File: config.mk
export PLATFORM = sky130hd
export DESIGN_NAME = risc0_host_loader
export DESIGN_NICKNAME = d
export VERILOG_FILES = /design/src/rtl/risc0_host_loader.sv
export SDC_FILE = /design/constraint.sdc
export NUM_CORES = 1
export LEC_CHECK = 0
export ABC_AREA = 1
export CAP_MARGIN = 10
export CORE_MARGIN = 3
export CORE_UTILIZATION = 51
export DETAILED_ROUTE_END_ITERATION = 10
export HOLD_SLACK_MARGIN = 0.05
export PLACE_DENSITY = 0.88
export SETUP_SLACK_MARGIN = 0.5
export SYNTH_ARGS = -nofsm -noshare
export SYNTH_HDL_FRONTEND = slang
export SYNTH_SLANG_ARGS = --single-unit
File: constraint.sdc
create_clock -name clk -period 4.5 [get_ports clk]
set_input_delay 0.45 -clock clk [delete_from_list [all_inputs] [get_ports clk]]
set_output_delay 0.45 -clock clk [all_outputs]
set_load 0.005 [all_outputs]
File: src/rtl/risc0_host_loader.sv
// Framed byte-stream command decoder driving the risc0 host bus: word writes ('W'),
// word reads ('R'), execution start ('G') and sticky status query ('S').
module risc0_host_loader #(
  parameter int unsigned TIMEOUT_CYCLES = 1000000,
  parameter logic [7:0]  ACK_BYTE       = 8'h06,
  parameter logic [7:0]  NAK_BYTE       = 8'h15
) (
  input  logic        clk,
  input  logic        rst,
  input  logic        rx_valid,
  input  logic [7:0]  rx_data,
  output logic        rx_ready,
  output logic        tx_valid,
  output logic [7:0]  tx_data,
  input  logic        tx_ready,
  output logic [31:0] host_addr,
  output logic [31:0] host_wdata,
  input  logic [31:0] host_rdata,
  output logic        host_we,
  output logic        host_re,
  input  logic        host_ready,
  output logic        start_execution,
  input  logic        execution_done,
  input  logic        execution_error
);
  localparam int TW = $clog2(TIMEOUT_CYCLES + 1);
  localparam logic [7:0] OP_W = 8'h57, OP_R = 8'h52, OP_G = 8'h47, OP_S = 8'h53;

  typedef enum logic [2:0] {IDLE, HDR, DATA, BUS_WR, BUS_RD, RESP} state_t;
  state_t state, state_nx;

  logic [7:0]    opcode;
  logic [2:0]    hdr_cnt;
  logic [1:0]    byte_cnt;
  logic [15:0]   words_left;
  logic [TW-1:0] tmo_cnt;
  logic          done_sticky, err_sticky;
  logic [23:0]   resp_buf;
  logic [1:0]    resp_left;
  logic          rx_fire, tmo_hit, resp_load, resp_four, sticky_clr;
  logic [31:0]   resp_word;

  assign rx_fire = rx_valid & rx_ready;
  assign tmo_hit = !rx_fire && (tmo_cnt == TW'(TIMEOUT_CYCLES - 1));

  always_ff @(posedge clk or posedge rst)
    if (rst) state <= IDLE;
    else     state <= state_nx;

  // Every path into RESP goes through resp_load so the first byte is staged uniformly.
  always_comb begin
    state_nx   = state;
    resp_load  = 1'b0;
    resp_four  = 1'b0;
    resp_word  = {24'h0, NAK_BYTE};
    sticky_clr = 1'b0;
    case (state)
      IDLE: if (rx_fire) begin
        case (rx_data)
          OP_W, OP_R: state_nx = HDR;
          OP_G: begin
            sticky_clr = 1'b1;
            resp_load  = 1'b1;
            resp_word  = {24'h0, ACK_BYTE};
          end
          OP_S: begin
            resp_load = 1'b1;
            resp_word = {30'h0, err_sticky, done_sticky};
          end
          default: resp_load = 1'b1;
        endcase
      end
      HDR: if (rx_fire) begin
        if (opcode == OP_R && hdr_cnt == 3'd3) begin
          if (host_addr[1:0] != 2'b00) resp_load = 1'b1;
          else                         state_nx  = BUS_RD;
        end else if (hdr_cnt == 3'd5) begin
          if (host_addr[1:0] != 2'b00) resp_load = 1'b1;
          else if ({rx_data, words_left[7:0]} == 16'h0) begin
            resp_load = 1'b1;
            resp_word = {24'h0, ACK_BYTE};
          end else state_nx = DATA;
        end
      end else if (tmo_hit) resp_load = 1'b1;
      DATA: if (rx_fire) begin
        if (byte_cnt == 2'd3) state_nx = BUS_WR;
      end else if (tmo_hit) resp_load = 1'b1;
      BUS_WR: if (host_ready) begin
        if (words_left == 16'd1) begin
          resp_load = 1'b1;
          resp_word = {24'h0, ACK_BYTE};
        end else state_nx = DATA;
      end
      BUS_RD: if (host_ready) begin
        resp_load = 1'b1;
        resp_four = 1'b1;
        resp_word = host_rdata;
      end
      RESP: if (tx_valid && tx_ready && resp_left == 2'd0) state_nx = IDLE;
      default: state_nx = IDLE;
    endcase
    if (resp_load) state_nx = RESP;
  end

  always_ff @(posedge clk or posedge rst) begin
    if (rst) begin
      rx_ready        <= 1'b0;
      tx_valid        <= 1'b0;
      tx_data         <= 8'h0;
      host_we         <= 1'b0;
      host_re         <= 1'b0;
      host_addr       <= 32'h0;
      host_wdata      <= 32'h0;
      start_execution <= 1'b0;
      done_sticky     <= 1'b0;
      err_sticky      <= 1'b0;
      tmo_cnt         <= '0;
      opcode          <= 8'h0;
      hdr_cnt         <= 3'd0;
      byte_cnt        <= 2'd0;
      words_left      <= 16'h0;
      resp_buf        <= 24'h0;
      resp_left       <= 2'd0;
    end else begin
      rx_ready        <= state_nx inside {IDLE, HDR, DATA};
      host_we         <= (state_nx == BUS_WR);
      host_re         <= (state_nx == BUS_RD);
      start_execution <= sticky_clr;
      // Clear wins over a coincident level; the flag re-arms on the following cycle.
      done_sticky     <= !sticky_clr && (done_sticky || execution_done);
      err_sticky      <= !sticky_clr && (err_sticky || execution_error);
      tmo_cnt         <= ((state == HDR || state == DATA) && !rx_fire) ? tmo_cnt + 1'b1 : '0;

      if (rx_fire) begin
        case (state)
          IDLE: begin
            opcode   <= rx_data;
            hdr_cnt  <= 3'd0;
            byte_cnt <= 2'd0;
          end
          HDR: begin
            hdr_cnt <= hdr_cnt + 3'd1;
            if (!hdr_cnt[2])     host_addr[{hdr_cnt[1:0], 3'b000} +: 8] <= rx_data;
            else if (!hdr_cnt[0]) words_left[7:0]  <= rx_data;
            else                  words_left[15:8] <= rx_data;
          end
          DATA: begin
            host_wdata[{byte_cnt, 3'b000} +: 8] <= rx_data;
            byte_cnt <= byte_cnt + 2'd1;
          end
          default: ;
        endcase
      end

      if (state == BUS_WR && host_ready) begin
        host_addr  <= host_addr + 32'd4;
        words_left <= words_left - 16'd1;
      end

      if (resp_load) begin
        tx_valid  <= 1'b1;
        tx_data   <= resp_word[7:0];
        resp_buf  <= resp_word[31:8];
        resp_left <= resp_four ? 2'd3 : 2'd0;
      end else if (tx_valid && tx_ready) begin
        if (resp_left == 2'd0) tx_valid <= 1'b0;
        else begin
          tx_data   <= resp_buf[7:0];
          resp_buf  <= {8'h0, resp_buf[23:8]};
          resp_left <= resp_left - 2'd1;
        end
      end
    end
  end
endmodule
Yosys cells after proc, flatten, opt, wreduce, memory -nomap -nowiden --
Index checks and enable logic that the tools add are counted. Widths: inputs -> output; s select.
Word-level totals: bits in registers 157, latch bits 0, RAM bits 0, memory bits (read-only) 0, output and inout port bits 77, logic and storage cells 163, memories 0
Operators by class: add/sub/neg operators 8, multiply operators 0, divide/modulo/power cells 0, $lt $le $gt $ge 0, equality and inequality tests 22, shifts and indexed selects 4, muxes and demuxes 72, bitwise logic cells 1, reduce and logical (&&, ||, !) cells 37
Operators by type and width (count):
- $mux 32 | 5
- $pmux 32 s4 | 1
- $mux 24 | 3
- $bwmux 32 | 2
- $mux 16 | 4
- $shift 8x7->32 const A | 2
- $shiftx 8x7->32 | 2
- $mux 3 | 14
- $eq 8x7->1 const B | 5
- $mux 5 | 8
- $mux 8 | 5
- $add 32x3->32 const B | 1
- $add 20x1->20 const B | 1
- $eq 20x20->1 const B | 1
- $mux 1 | 20
- $mux 20 | 1
- $pmux 3 s6 | 1
- $reduce_bool 2->1 | 9
- $eq 16x1->1 const B | 1
- $logic_not 16->1 | 1
- $sub 16x1->16 const B | 1
- $eq 3x2->1 const B | 5
- $neg 5->7 | 2
- $eq 3x3->1 const B | 4
- other kinds (23) | 45

Depth between registers and ports, before layout --
Gate-level depths: netlist of the first run.
depth after elaboration 10, gate-level depth with buffers 14, depth with buffers taken out 13

Worst setup path before layout of the first run --
OpenSTA, ideal clock, no wires.
path kind flip-flop to flip-flop, start reg byte_cnt[0], end reg host_wdata[0], data arrival time 1.850 ns, setup slack 2.584 ns, stages on the path, launching flop included 7, path buffers 1, period minus slack after synthesis 1.916 ns, path through dfrtp_1 > clkbuf_1 > inv_1 > ha_1 > nor3_1 > nand3_1 > nand2_1
On the way: cells in the longest elaborated chain, start to end 3, elaborated cells on any way between the ends 4, those cells by class add/sub: 1; shift: 2; mux: 1
Ends and longest elaborated chain:
- start, declared | line 34 | logic [1:0] byte_cnt;
- start signal, assigned | line 149 | byte_cnt <= byte_cnt + 2'd1;
- $neg 5->7 (*) | line 148 | host_wdata[{byte_cnt, 3'b000} +: 8] <= rx_data;
- $shiftx 8x7->32 or $shift 8x7->32 (tied branches) | line 148
- $bwmux 32 (*) | line 148
- end signal, assigned by index | line 148
- end, declared | line 17 | output logic [31:0] host_wdata,
Every way passes the cells marked *; elsewhere a longest branch is shown, timed or not. A chain may end at the register's enable or synchronous reset.

Final worst setup path of the first run --
start reg hdr_cnt[0], end reg tx_data[4]
On the way: cells in the longest elaborated chain, start to end 7, elaborated cells on any way between the ends 15, those cells by class eq/ne: 3; mux: 9; reduce/logical: 3
Ends and longest elaborated chain:
- start, declared | line 33 | logic [2:0] hdr_cnt;
- start signal, assigned | line 142 | hdr_cnt <= hdr_cnt + 3'd1;
- $eq 3x3->1 or $eq 3x2->1 (tied branches) | line 77, 74
- $mux 1 or $logic_and 1x1->1 (tied branches) | line 77, 74
- $mux 1 | line 74 | if (opcode == OP_R && hdr_cnt == 3'd3) begin
- $mux 1 | line 73 | HDR: if (rx_fire) begin
- $pmux 1 s5 | line 57 | case (state)
- $ne 2x2->1 (no source line) or $reduce_bool 2->1 (tied branches)
- $reduce_and 2->1 (no source line)
- end signal, assigned | line 162 | tx_data <= resp_word[7:0];
- end signal, assigned | line 168 | tx_data <= resp_buf[7:0];
- end, declared | line 14 | output logic [7:0] tx_data,
Parallel ways exist; a longest one is shown, timed or not.

==> impl_metrics.csv, run 1 <==
group,metric,value,unit
synthesis,yosysUniqueCellTypes,46,
detailed_routing,drtIter0Drc,1040,
clock_network,clkSinkCount,157,
synthesis,ys_seq_elements,157,
detailed_routing,drc,0,
power_and_ir_drop,vdd_drop_max,0.0003546,V
synthesis,syn-num-nets,1353,
synthesis,synth_cells,1287,
clock_network,clock-root-buffer,"clkbuf_16",
floorplan,start_util,52.96,%
clock_network,clk_latency,430,ps
critical_path,critPathLaunchType,"register",
timing,period_needed,2944,ps
clock_network,postCtsSetupBuffers,0,
synthesis,ys.flop_type,"dfrtp_1",
critical_path,r2r_end,"tx_data[4]$_DFFE_PP0P_",
floorplan,dieArea,19870,µm²
hold_path,worstHoldPathType,"reg -> reg",
critical_path,crit_type,"reg -> reg",
power_and_ir_drop,p_leak,5.510,nW
global_routing,antenna_found_initial,0,
timing,hold_violations,0,
clock_network,htree_levels,4,
power_and_ir_drop,power.density,544.3,nW/µm²
global_routing,globalRouteOverflowTotal,0,
clock_network,cts_buffers,17,
clock_network,cts_max_path_buffers,2,
place,place_congestion,0.9574,
hold_path,holdCritStartpoint,"tmo_cnt[0]$_DFF_PP0_",
detailed_routing,wl_per_cell,15.29,µm
global_routing,grt_pass1_wl,41.12,mm
timing,fmax,0.3397,GHz
detailed_routing,ant_nets,0,
synthesis,yosysWarnings,0,
clock_network,post_cts_resized,0,
timing,finalSetupTns,0,ps
run_status,status,"finished, final reports clean",
floorplan,placeableCoreArea,17540,µm²
final_layout,finalInstanceArea,11200,µm²
final_layout,final_nets,1456,
critical_path,crit_arrival,3300,ps
timing,rsz0062_at_grt,"no",
global_routing,grt_start_max_net_pins,158,
timing,finalMaxSlewViolations,0,
floorplan,die_w,141.0,µm
floorplan,rows,48,
timing,finalSetupViolCount,0,
clock_network,hold_buffers,0,
global_routing,grt_pass1_vias,8394,
detailed_routing,vias,9086,
final_layout,layout_commonest_cell,"nand2_1",
place,placedInstanceArea,10620,µm²
detailed_routing,avgViaCountPerCell,5.581,
synthesis,avgSynthCellArea,7.217,µm²
clock_network,clk_pin_slew,60,ps
synthesis,ys_seq_area_share,42.30,%
synthesis,synth_area,9288,µm²
place,port_buffers,123,
final_layout,final_layout_size_suffix_gt1_share,5.560,%
place,post-place-cells,1596,
synthesis,synth-edff-count,0,
critical_path,critPathCaptureType,"register",
timing,skew,10.93,ps
critical_path,worst-path-max-fanout,42,
critical_path,reg2reg_from,"hdr_cnt[0]$_DFFE_PP0P_",
detailed_routing,first_pass_iters,6,
critical_path,required,4860,ps
timing,slew_headroom,37.74,%
final_layout,stdcell_count,1628,
final_layout,n_fill_cell,1488,
global_routing,grt_usage,25.16,%
final_layout,layout_common_cells,"nand2_1 (350), inv_1 (170), dfrtp_1 (157), nor2_1 (135), clkdlybuf4s50_1 (123)",
clock_network,cts_tree,"done",
hold_path,hold_path_depth,1,
synthesis,async_reset_ff_share,100.0,%
floorplan,die_h,141.0,µm
timing,fin_crit_sh,65.43,%
critical_path,r2r_cells,12,
timing,max_slew.worst_pin.slew,933.9,ps
final_layout,syn_to_final_growth,20.64,%
detailed_routing,wl,24.90,mm
final_layout,diodes,0,
run,drv_cap,0,
hold_path,hold_end,"tmo_cnt[0]$_DFF_PP0_",
floorplan,io_pins,124,
place,place_hpwl,17.38,mm
critical_path,reg2reg_slack,1560,ps
-- flip-flops by register name (all words and copies together) (netlist names) --
name and count:
host_addr 32, host_wdata 32, resp_buf 24, tmo_cnt 20
words_left 16, opcode 8, tx_data 8, hdr_cnt 3
state 3, byte_cnt 2, resp_left 2, done_sticky 1
err_sticky 1, host_re 1, host_we 1, rx_ready 1
start_execution 1, tx_valid 1
-- through the flow --
step | hold slack, ps | utilization [%] | total power [W] | setup slack, ps
finish | 457.8 | 63.89 | 0.006099 | 1556
global route | 495.2 | 63.89 | 0.006546 | 1196
CTS | 461.8 | 63.89 | 0.006084 | 1570
detailed placement | 454.3 | 60.57 | 0.004637 | 1446
global placement | 452.4 | 60.57 | 0.004532 | 1522
floorplan | 433.1 | - | 0.003799 | 2063
-- logic make-up (layout without fill, tap and decap cells) --
kind of cell	Yosys count	count (layout)	share of synthesized area [%]
compound gates	184	184	11.21
buf+inv	223	339	9.646
fa+ha+maj	19	19	2.560
simple gates	686	686	32.59
xor+xnor	18	18	1.697
flops	157	157	42.30
-- worst max-delay path by stage --
| stage | start | endpoint | depth (start not counted) | slack [ps] |
|---|---|---|---|---|
| 2_1_floorplan | rst | byte_cnt[0]$_DFFE_PP0P_ | 1 | 2060 |
| 3_3_place_gp | rx_data[2] | tx_data[4]$_DFFE_PP0P_ | 11 | 1520 |
| 3_5_place_dp | rx_data[2] | resp_buf[1]$_DFFE_PP0P_ | 13 | 1450 |
| 4_1_cts | hdr_cnt[0]$_DFFE_PP0P_ | tx_data[4]$_DFFE_PP0P_ | 12 | 1570 |
| 5_1_grt | hdr_cnt[0]$_DFFE_PP0P_ | tx_data[4]$_DFFE_PP0P_ | 12 | 1200 |
| 6_report | hdr_cnt[0]$_DFFE_PP0P_ | tx_data[4]$_DFFE_PP0P_ | 12 | 1560 |
-- report_power, final --
part           total (W)  internal, W  leakage, nW  switching [W]
registers        0.00225      0.00182         2.04       0.000430
logic            0.00242     0.000951         3.18        0.00147
clock network    0.00143     0.000831        0.286       0.000599
total            0.00610      0.00360         5.51        0.00250
-- cell usage after synthesis (2+ instances only) --
cell type	number	area share, %
nand2_1	350	14
inv_1	171	6.9
dfrtp_1	157	42
nor2_1	135	5.5
nand3_1	100	5.4
o21ai_0	77	4.1
a21oi_1	48	2.6
nand4_1	32	2.2
nor3_1	29	1.6
a31oi_1	20	1.3
ha_1	19	2.6
buf_2	18	0.97
clkbuf_1	16	0.65
o211ai_1	14	1.1
xor2_1	11	1.0
inv_2	10	0.40
o21ai_1	8	0.43
xnor2_1	7	0.66
nand2_2	6	0.40
nor2_2	6	0.40
nor4_1	5	0.34
nand3_2	4	0.43
nor2_4	4	0.48
a22oi_1	3	0.24
buf_4	3	0.24
buf_6	3	0.36
nand3b_1	3	0.24
nor3b_1	3	0.24
a21boi_0	2	0.16
nand2_4	2	0.24
nand3_4	2	0.38
nor2_8	2	0.43
nor3_2	2	0.22
o221ai_1	2	0.19
o22ai_1	2	0.13
-- final cells by class --
| type | count | area, µm² | share of cell area, % |
|---|---|---|---|
| timing repair buffer | 125 | 1259 | 11.23 |
| clock buffer | 18 | 439.2 | 3.920 |
| clock inverter | 14 | 143.9 | 1.284 |
| sequential | 157 | 3929 | 35.06 |
| inverter | 182 | 689.4 | 6.153 |
| multi-input combinational | 907 | 4463 | 39.83 |
| tap | 225 | 281.5 | 2.513 |
-- critical path: stages, from the launching register on --
cell	delay (ps)
dfrtp_1	750
ha_1	250
ha_1	140
inv_1	40
nor2_1	80
nand3_1	150
nand3_1	150
nand2_1	70
nand2_2	570
nand3_4	300
inv_2	200
nand2_1	70
nand2_1	80
-- per-layer routing --
metal | vias up | part of all wire, % | global-route usage (%)
met1 | 4243 | 43 | 35.24
met5 | - | 0 | 0
met3 | 53 | 8.6 | 5.936
li1 | 4354 | - | -
met4 | 0 | 2.0 | 7.139
met2 | 436 | 47 | 39.34
(Power assumes the default switching activity.)
==> inputs of run 2 (changes only) <==
==> constraint.sdc (replaced) <==
create_clock -name clk -period 2.6 [get_ports clk]
set_input_delay 0.26 -clock clk [delete_from_list [all_inputs] [get_ports clk]]
set_output_delay 0.26 -clock clk [all_outputs]
set_load 0.005 [all_outputs]
==> run 2 against run 1 <==
Against the previous run:
- first-iteration DRC count rose by 3.6%
- fmax rose by 47%
- sequential share of layout area fell by 1.1 points
- critical path type unchanged
- sequential power rose by 72%
==> impl_metrics.csv, run 2 (same netlist as run 1, synthesis figures left out) <==
group,metric,value,unit
floorplan,placeableCoreArea,17540,µm²
power_and_ir_drop,p_comb_share,41.1,%
timing,hold_ws,322.1,ps
final_layout,finalInstanceArea,11580,µm²
power_and_ir_drop,p_leak,5.692,nW
timing,finalSetupTns,0,ps
critical_path,slowest_stage,"dfrtp_1",
global_routing,globalRouteOverflowTotal,0,
global_routing,grt_start_max_net_pins,83,
floorplan,rows,48,
floorplan,die_h,141.0,µm
critical_path,required,2920,ps
critical_path,critPathCaptureType,"register",
critical_path,cpPeakStageDelay,460,ps
power_and_ir_drop,power.density,926.1,nW/µm²
clock_network,clock-root-buffer,"clkbuf_16",
global_routing,antenna_found_initial,0,
critical_path,crit_path_cell_trace,"nand2_1, nor2_4, nand2_1, nor2_4, nand2_1, nor2_1, a21oi_1, o21ai_0, nand2_1",
final_layout,layout_common_cells,"nand2_1 (348), inv_1 (169), dfrtp_1 (155), nor2_1 (126), clkdlybuf4s50_1 (123)",
global_routing,grt_pass1_vias,8497,
detailed_routing,avgViaCountPerCell,5.558,
clock_network,clk_latency,440,ps
power_and_ir_drop,p_sw,0.004441,W
final_layout,final_nets,1489,
timing,finalMaxSlewViolations,0,
power_and_ir_drop,vdd_drop_max,0.0005634,V
clock_network,clk_pin_slew,70,ps
place,placedInstanceArea,10850,µm²
clock_network,cts_max_path_buffers,2,
global_routing,grt_pass1_wl,41.99,mm
timing,hold_violations,0,
timing,rsz0062_at_grt,"yes",
floorplan,dieArea,19870,µm²
power_and_ir_drop,p_seq_share,36.0,%
critical_path,crit_type,"reg -> reg",
clock_network,cts_tree,"done",
detailed_routing,first_pass_iters,6,
place,place_congestion,0.9540,
place,place_hpwl,18.52,mm
global_routing,grt_usage,25.98,%
run_status,status,"finished, final reports clean",
final_layout,diodes,0,
detailed_routing,ant_nets,0,
critical_path,critPathLaunchType,"register",
detailed_routing,wl_per_cell,15.65,µm
detailed_routing,wl,25.99,mm
final_layout,layout_commonest_cell,"nand2_1",
hold_path,worstHoldPathType,"in -> async",
detailed_routing,drtIter0Drc,1077,
clock_network,clkSinkCount,157,
power_and_ir_drop,switching_share,41.40,%
power_and_ir_drop,clockPowerShare,22.9,%
clock_network,cts_buffers,17,
timing,fin_crit_sh,77.21,%
clock_network,htree_levels,4,
place,port_buffers,123,
place,post-place-cells,1622,
critical_path,cpMostUsedCell,"nand2_1",
power_and_ir_drop,intPower,0.006286,W
timing,finalSetupViolCount,0,
final_layout,syn_to_final_growth,24.71,%
timing,max_slew.worst_pin.slew,736.2,ps
final_layout,final_layout_size_suffix_gt1_share,9.123,%
timing,period_needed,2008,ps
floorplan,io_pins,124,
run,drv_cap,0,
final_layout,reg.largest.list,"host_addr x32, host_wdata x32, resp_buf x24",
power_and_ir_drop,power,0.01073,W
critical_path,worst-path-max-fanout,6,
timing,slew_headroom,50.87,%
critical_path,crit_arrival,2320,ps
detailed_routing,drc,0,
final_layout,stdcell_count,1661,
floorplan,start_util,52.96,%
critical_path,reg2reg_slack,590,ps
floorplan,die_w,141.0,µm
timing,fmax,0.4981,GHz
timing,skew,13.98,ps
detailed_routing,vias,9232,
[run 2: cell count changes in the layout (fill, tap and decap cells not counted), moves of 4 or more]
cell	change
nor2_2	+7
buf_4	+28
clkinv_2	-4
inv_6	+5
nand3_2	+6
nand3_1	-6
nor2_1	-9
[run 2: path summary, 6_finish.rpt]
path                                          start  cells after the start                        end
hold reg to reg                tmo_cnt[0]$_DFF_PP0_                      1       tmo_cnt[0]$_DFF_PP0_
setup reg to reg           host_addr[6]$_DFFE_PP0P_                      9  host_addr[27]$_DFFE_PP0P_
setup / recovery           host_addr[6]$_DFFE_PP0P_                      9  host_addr[27]$_DFFE_PP0P_
min in group clk                     host_rdata[25]                      3   resp_buf[17]$_DFFE_PP0P_
max in group asynchronous                       rst                      3     hdr_cnt[0]$_DFFE_PP0P_
hold / removal                                  rst                      3    resp_buf[7]$_DFFE_PP0P_
[run 2: per-layer routing]
metal  up-vias  GRT usage (%)  wire length, µm
met5         -              0                0
met4         0          9.434              598
met3        56          5.834             2313
met2       421          40.75            12020
met1      4317          35.55            11050
li1       4438              -                -
[run 2: cell type report]
class                   count  area, µm²
fillers                  1409       5954
multi-input cells         908       4557
inverters                 182      694.4
well taps                 225      281.5
clock inverters            13      131.4
repair buffers            157       1544
flip-flops and latches    157       3931
clock buffers              19      442.9
[run 2: metrics by stage]
| stage | util (%) | setup WS [ps] |
|---|---|---|
| finish | 66.05 | 592.5 |
| global route | 66.05 | 401.5 |
| CTS | 65.22 | 517.2 |
| detailed placement | 61.89 | 274.9 |
| global placement | 61.89 | 340.0 |
| floorplan | - | 353.1 |
[run 2: timing repair]
item	CTS	global route
setup buffers	0	6
endpoints found under the hold margin	0	0
hold buffers	0	0
endpoints found under the setup margin	22	98
cloned	0	1
pin swaps	0	2
gates resized for setup	3	26
[run 2: critical path, delay by kind of cell, from the launching register on]
kind	cells	cell delay, ps
and+or+nand+nor	7	1140
DFF	1	460
AOI/OAI and AO/OA	2	290
[run 2: power groups by stage]
stage               Sequential [W]  Combinational, W  Clock [W]
global placement           0.00384           0.00410          0
floorplan                  0.00370           0.00288          0
detailed placement         0.00385           0.00427          0
finish                     0.00386           0.00441    0.00246
global route               0.00395           0.00496    0.00259
CTS                        0.00383           0.00431    0.00249
==> edit: new RTL, flow settings as in run 2 <==
One comparison of `tmo_cnt` changes from == to >=.
--- a/src/rtl/risc0_host_loader.sv
+++ b/src/rtl/risc0_host_loader.sv
@@ -41,7 +41,7 @@
   logic [31:0]   resp_word;
 
   assign rx_fire = rx_valid & rx_ready;
-  assign tmo_hit = !rx_fire && (tmo_cnt == TW'(TIMEOUT_CYCLES - 1));
+  assign tmo_hit = !rx_fire && (tmo_cnt >= TW'(TIMEOUT_CYCLES - 1));
 
   always_ff @(posedge clk or posedge rst)
     if (rst) state <= IDLE;
Formal check against the unedited RTL: same outputs for any inputs over 4 cycles, from zero or initial values and one cycle with rst high; that may be too few to reach the edited logic, so the function may still have changed.
==> edit against run 2 <==
- cell area grew 0.12%
- global-route usage grew 0.37 points
- via count hardly changed
- die area down 2.6%
- count of clock-buffer cells in the layout rose by 3
- clock skew decreased by 0.00055 ns
- power is 14% higher
- worst setup slack lost 0.099 ns
- maximum frequency shrank 4.7%
- sequential cell count stayed put
- sequential share of layout area down 0.051 points
- area after synthesis fell by 2.7%
- routed wire length is 2.3% higher
- largest power group unchanged
- highest routed layer unchanged
==> edit: results (changes against run 2) <==
<table>
<tr><th>Metric</th><th>Value</th></tr>
<tr><th colspan="2">Worst setup path</th></tr>
<tr><td>Worst endpoint data arrival time</td><td>2.44 ns (+0.12 ns)</td></tr>
<tr><td>Startpoint of the worst register-to-register path</td><td>hdr_cnt[1]</td></tr>
<tr><td>Worst reg2reg setup slack</td><td>0.49 ns (-0.10 ns)</td></tr>
<tr><td>CP Capture Point</td><td>resp_buf[20]</td></tr>
<tr><td>Worst-path maximum fanout</td><td>22 (+16)</td></tr>
<tr><th colspan="2">Routing</th></tr>
<tr><td>WL per Instance</td><td>16.5 um (+5.3%)</td></tr>
<tr><td>Detailed-routed wire length on met2</td><td>13.1 mm (+8.6%)</td></tr>
<tr><td>Starting DRT DRC Count</td><td>1026 (-4.7%)</td></tr>
<tr><td>Detailed-routing iteration count for the pre-antenna-repair pass</td><td>7 (+1)</td></tr>
<tr><th colspan="2">Synthesis</th></tr>
<tr><td>Cell types with the largest area share after synthesis</td><td>sky130_fd_sc_hd__dfrtp_1 43%, sky130_fd_sc_hd__nand2_1 14%, sky130_fd_sc_hd__inv_1 5.7%</td></tr>
<tr><td>Post-synth top cells</td><td>345 x sky130_fd_sc_hd__nand2_1, 157 x sky130_fd_sc_hd__dfrtp_1, 137 x sky130_fd_sc_hd__inv_1, 137 x sky130_fd_sc_hd__nor2_1, 74 x sky130_fd_sc_hd__o21ai_0</td></tr>
<tr><td>Seq/Total Area, Yosys</td><td>0.435 (+0.0117)</td></tr>
<tr><td>Post-Synthesis Net Count</td><td>1296 (-4.2%)</td></tr>
<tr><td>Cells after Synth</td><td>1230 (-4.4%)</td></tr>
<tr><th colspan="2">Finish</th></tr>
<tr><td>Fillcell total</td><td>1334 (-5.3%)</td></tr>
<tr><td>Final #Nets</td><td>1443 (-3.1%)</td></tr>
<tr><th colspan="2">STA</th></tr>
<tr><td>Post-route clock period utilization</td><td>0.810 (+0.0380)</td></tr>
<tr><td>Layout Skew</td><td>0.0134 ns (-0.000548 ns)</td></tr>
<tr><td>Max-slew headroom</td><td>0.539 (+0.0306)</td></tr>
<tr><th colspan="2">Outcome</th></tr>
<tr><td>Status</td><td>finished clean</td></tr>
<tr><th colspan="2">Placement</th></tr>
<tr><td>Pre-CTS setup slack</td><td>0.251 ns (-0.0235 ns)</td></tr>
<tr><td>Post-DP HPWL</td><td>18.8 mm (+1.3%)</td></tr>
<tr><th colspan="2">Pwr</th></tr>
<tr><td>Internal power</td><td>7.45 mW (+19%)</td></tr>
<tr><td>Total power</td><td>12.2 mW (+14%)</td></tr>
<tr><th colspan="2">GRT</th></tr>
<tr><td>First-pass GRT wire length</td><td>42.3 mm (+0.77%)</td></tr>
</table>
-- edit: timing repair --
action                                  CTS  global route
hold buffers                              0             0
endpoints found under the setup margin   22            83
setup buffers                             2             8
gates cloned                              0             1
pin swaps                                 1             9
gates resized for setup                   3            43
-- edit: layout make-up --
class                           instances  area (sq um)  share of cell area
Sequential cell                       157          3930               0.339
Inverter                              148           573              0.0494
Clock buffer                           22           474              0.0409
Clock inverter                          9           183              0.0158
Tap cell                              225           282              0.0243
Multi-Input combinational cell        891          4530               0.390
Timing Repair Buffer                  162          1630               0.140
-- edit: worst min path at each step --
| stage | start | to | slack [ns] | cells past startpoint |
|---|---|---|---|---|
| floorplan | host_rdata[30] | resp_buf[22] | 0.38 | 2 |
| global placement | resp_buf[3] | resp_buf[3] | 0.46 | 2 |
| detailed placement | resp_buf[12] | resp_buf[12] | 0.46 | 2 |
| CTS | rst | host_wdata[14] | 0.30 | 2 |
| global route | rst | host_wdata[23] | 0.34 | 2 |
| finish | rst | host_wdata[23] | 0.29 | 2 |
-- edit: kinds of logic (layout without fill, tap and decap cells) --
group,count (synthesis),count (layout),share of synthesized area
DFF,157,157,0.435
buffers and inverters,182,341,0.0795
muxes,8,8,0.00997
xor gates and xnor gates,20,20,0.0194
and+or+nand+nor,673,673,0.322
adders and majority gates,19,19,0.0263
AOI/OAI and AO/OA,171,171,0.108
-- edit: metal layers --
layer / track usage / vias to the layer above
li1: - / 4309
met1: 0.352 / 4339
met2: 0.435 / 490
met3: 0.0510 / 86
met4: 0.0855 / 0
met5: 0 / -
-- edit: critical path: cells and delay by family, from the launching register on --
family,cells,cell delay [ns]
buf+inv,2,0.31
fa+ha+maj,2,0.29
compound gates,1,0.24
flops,1,0.43
simple gates,6,0.73
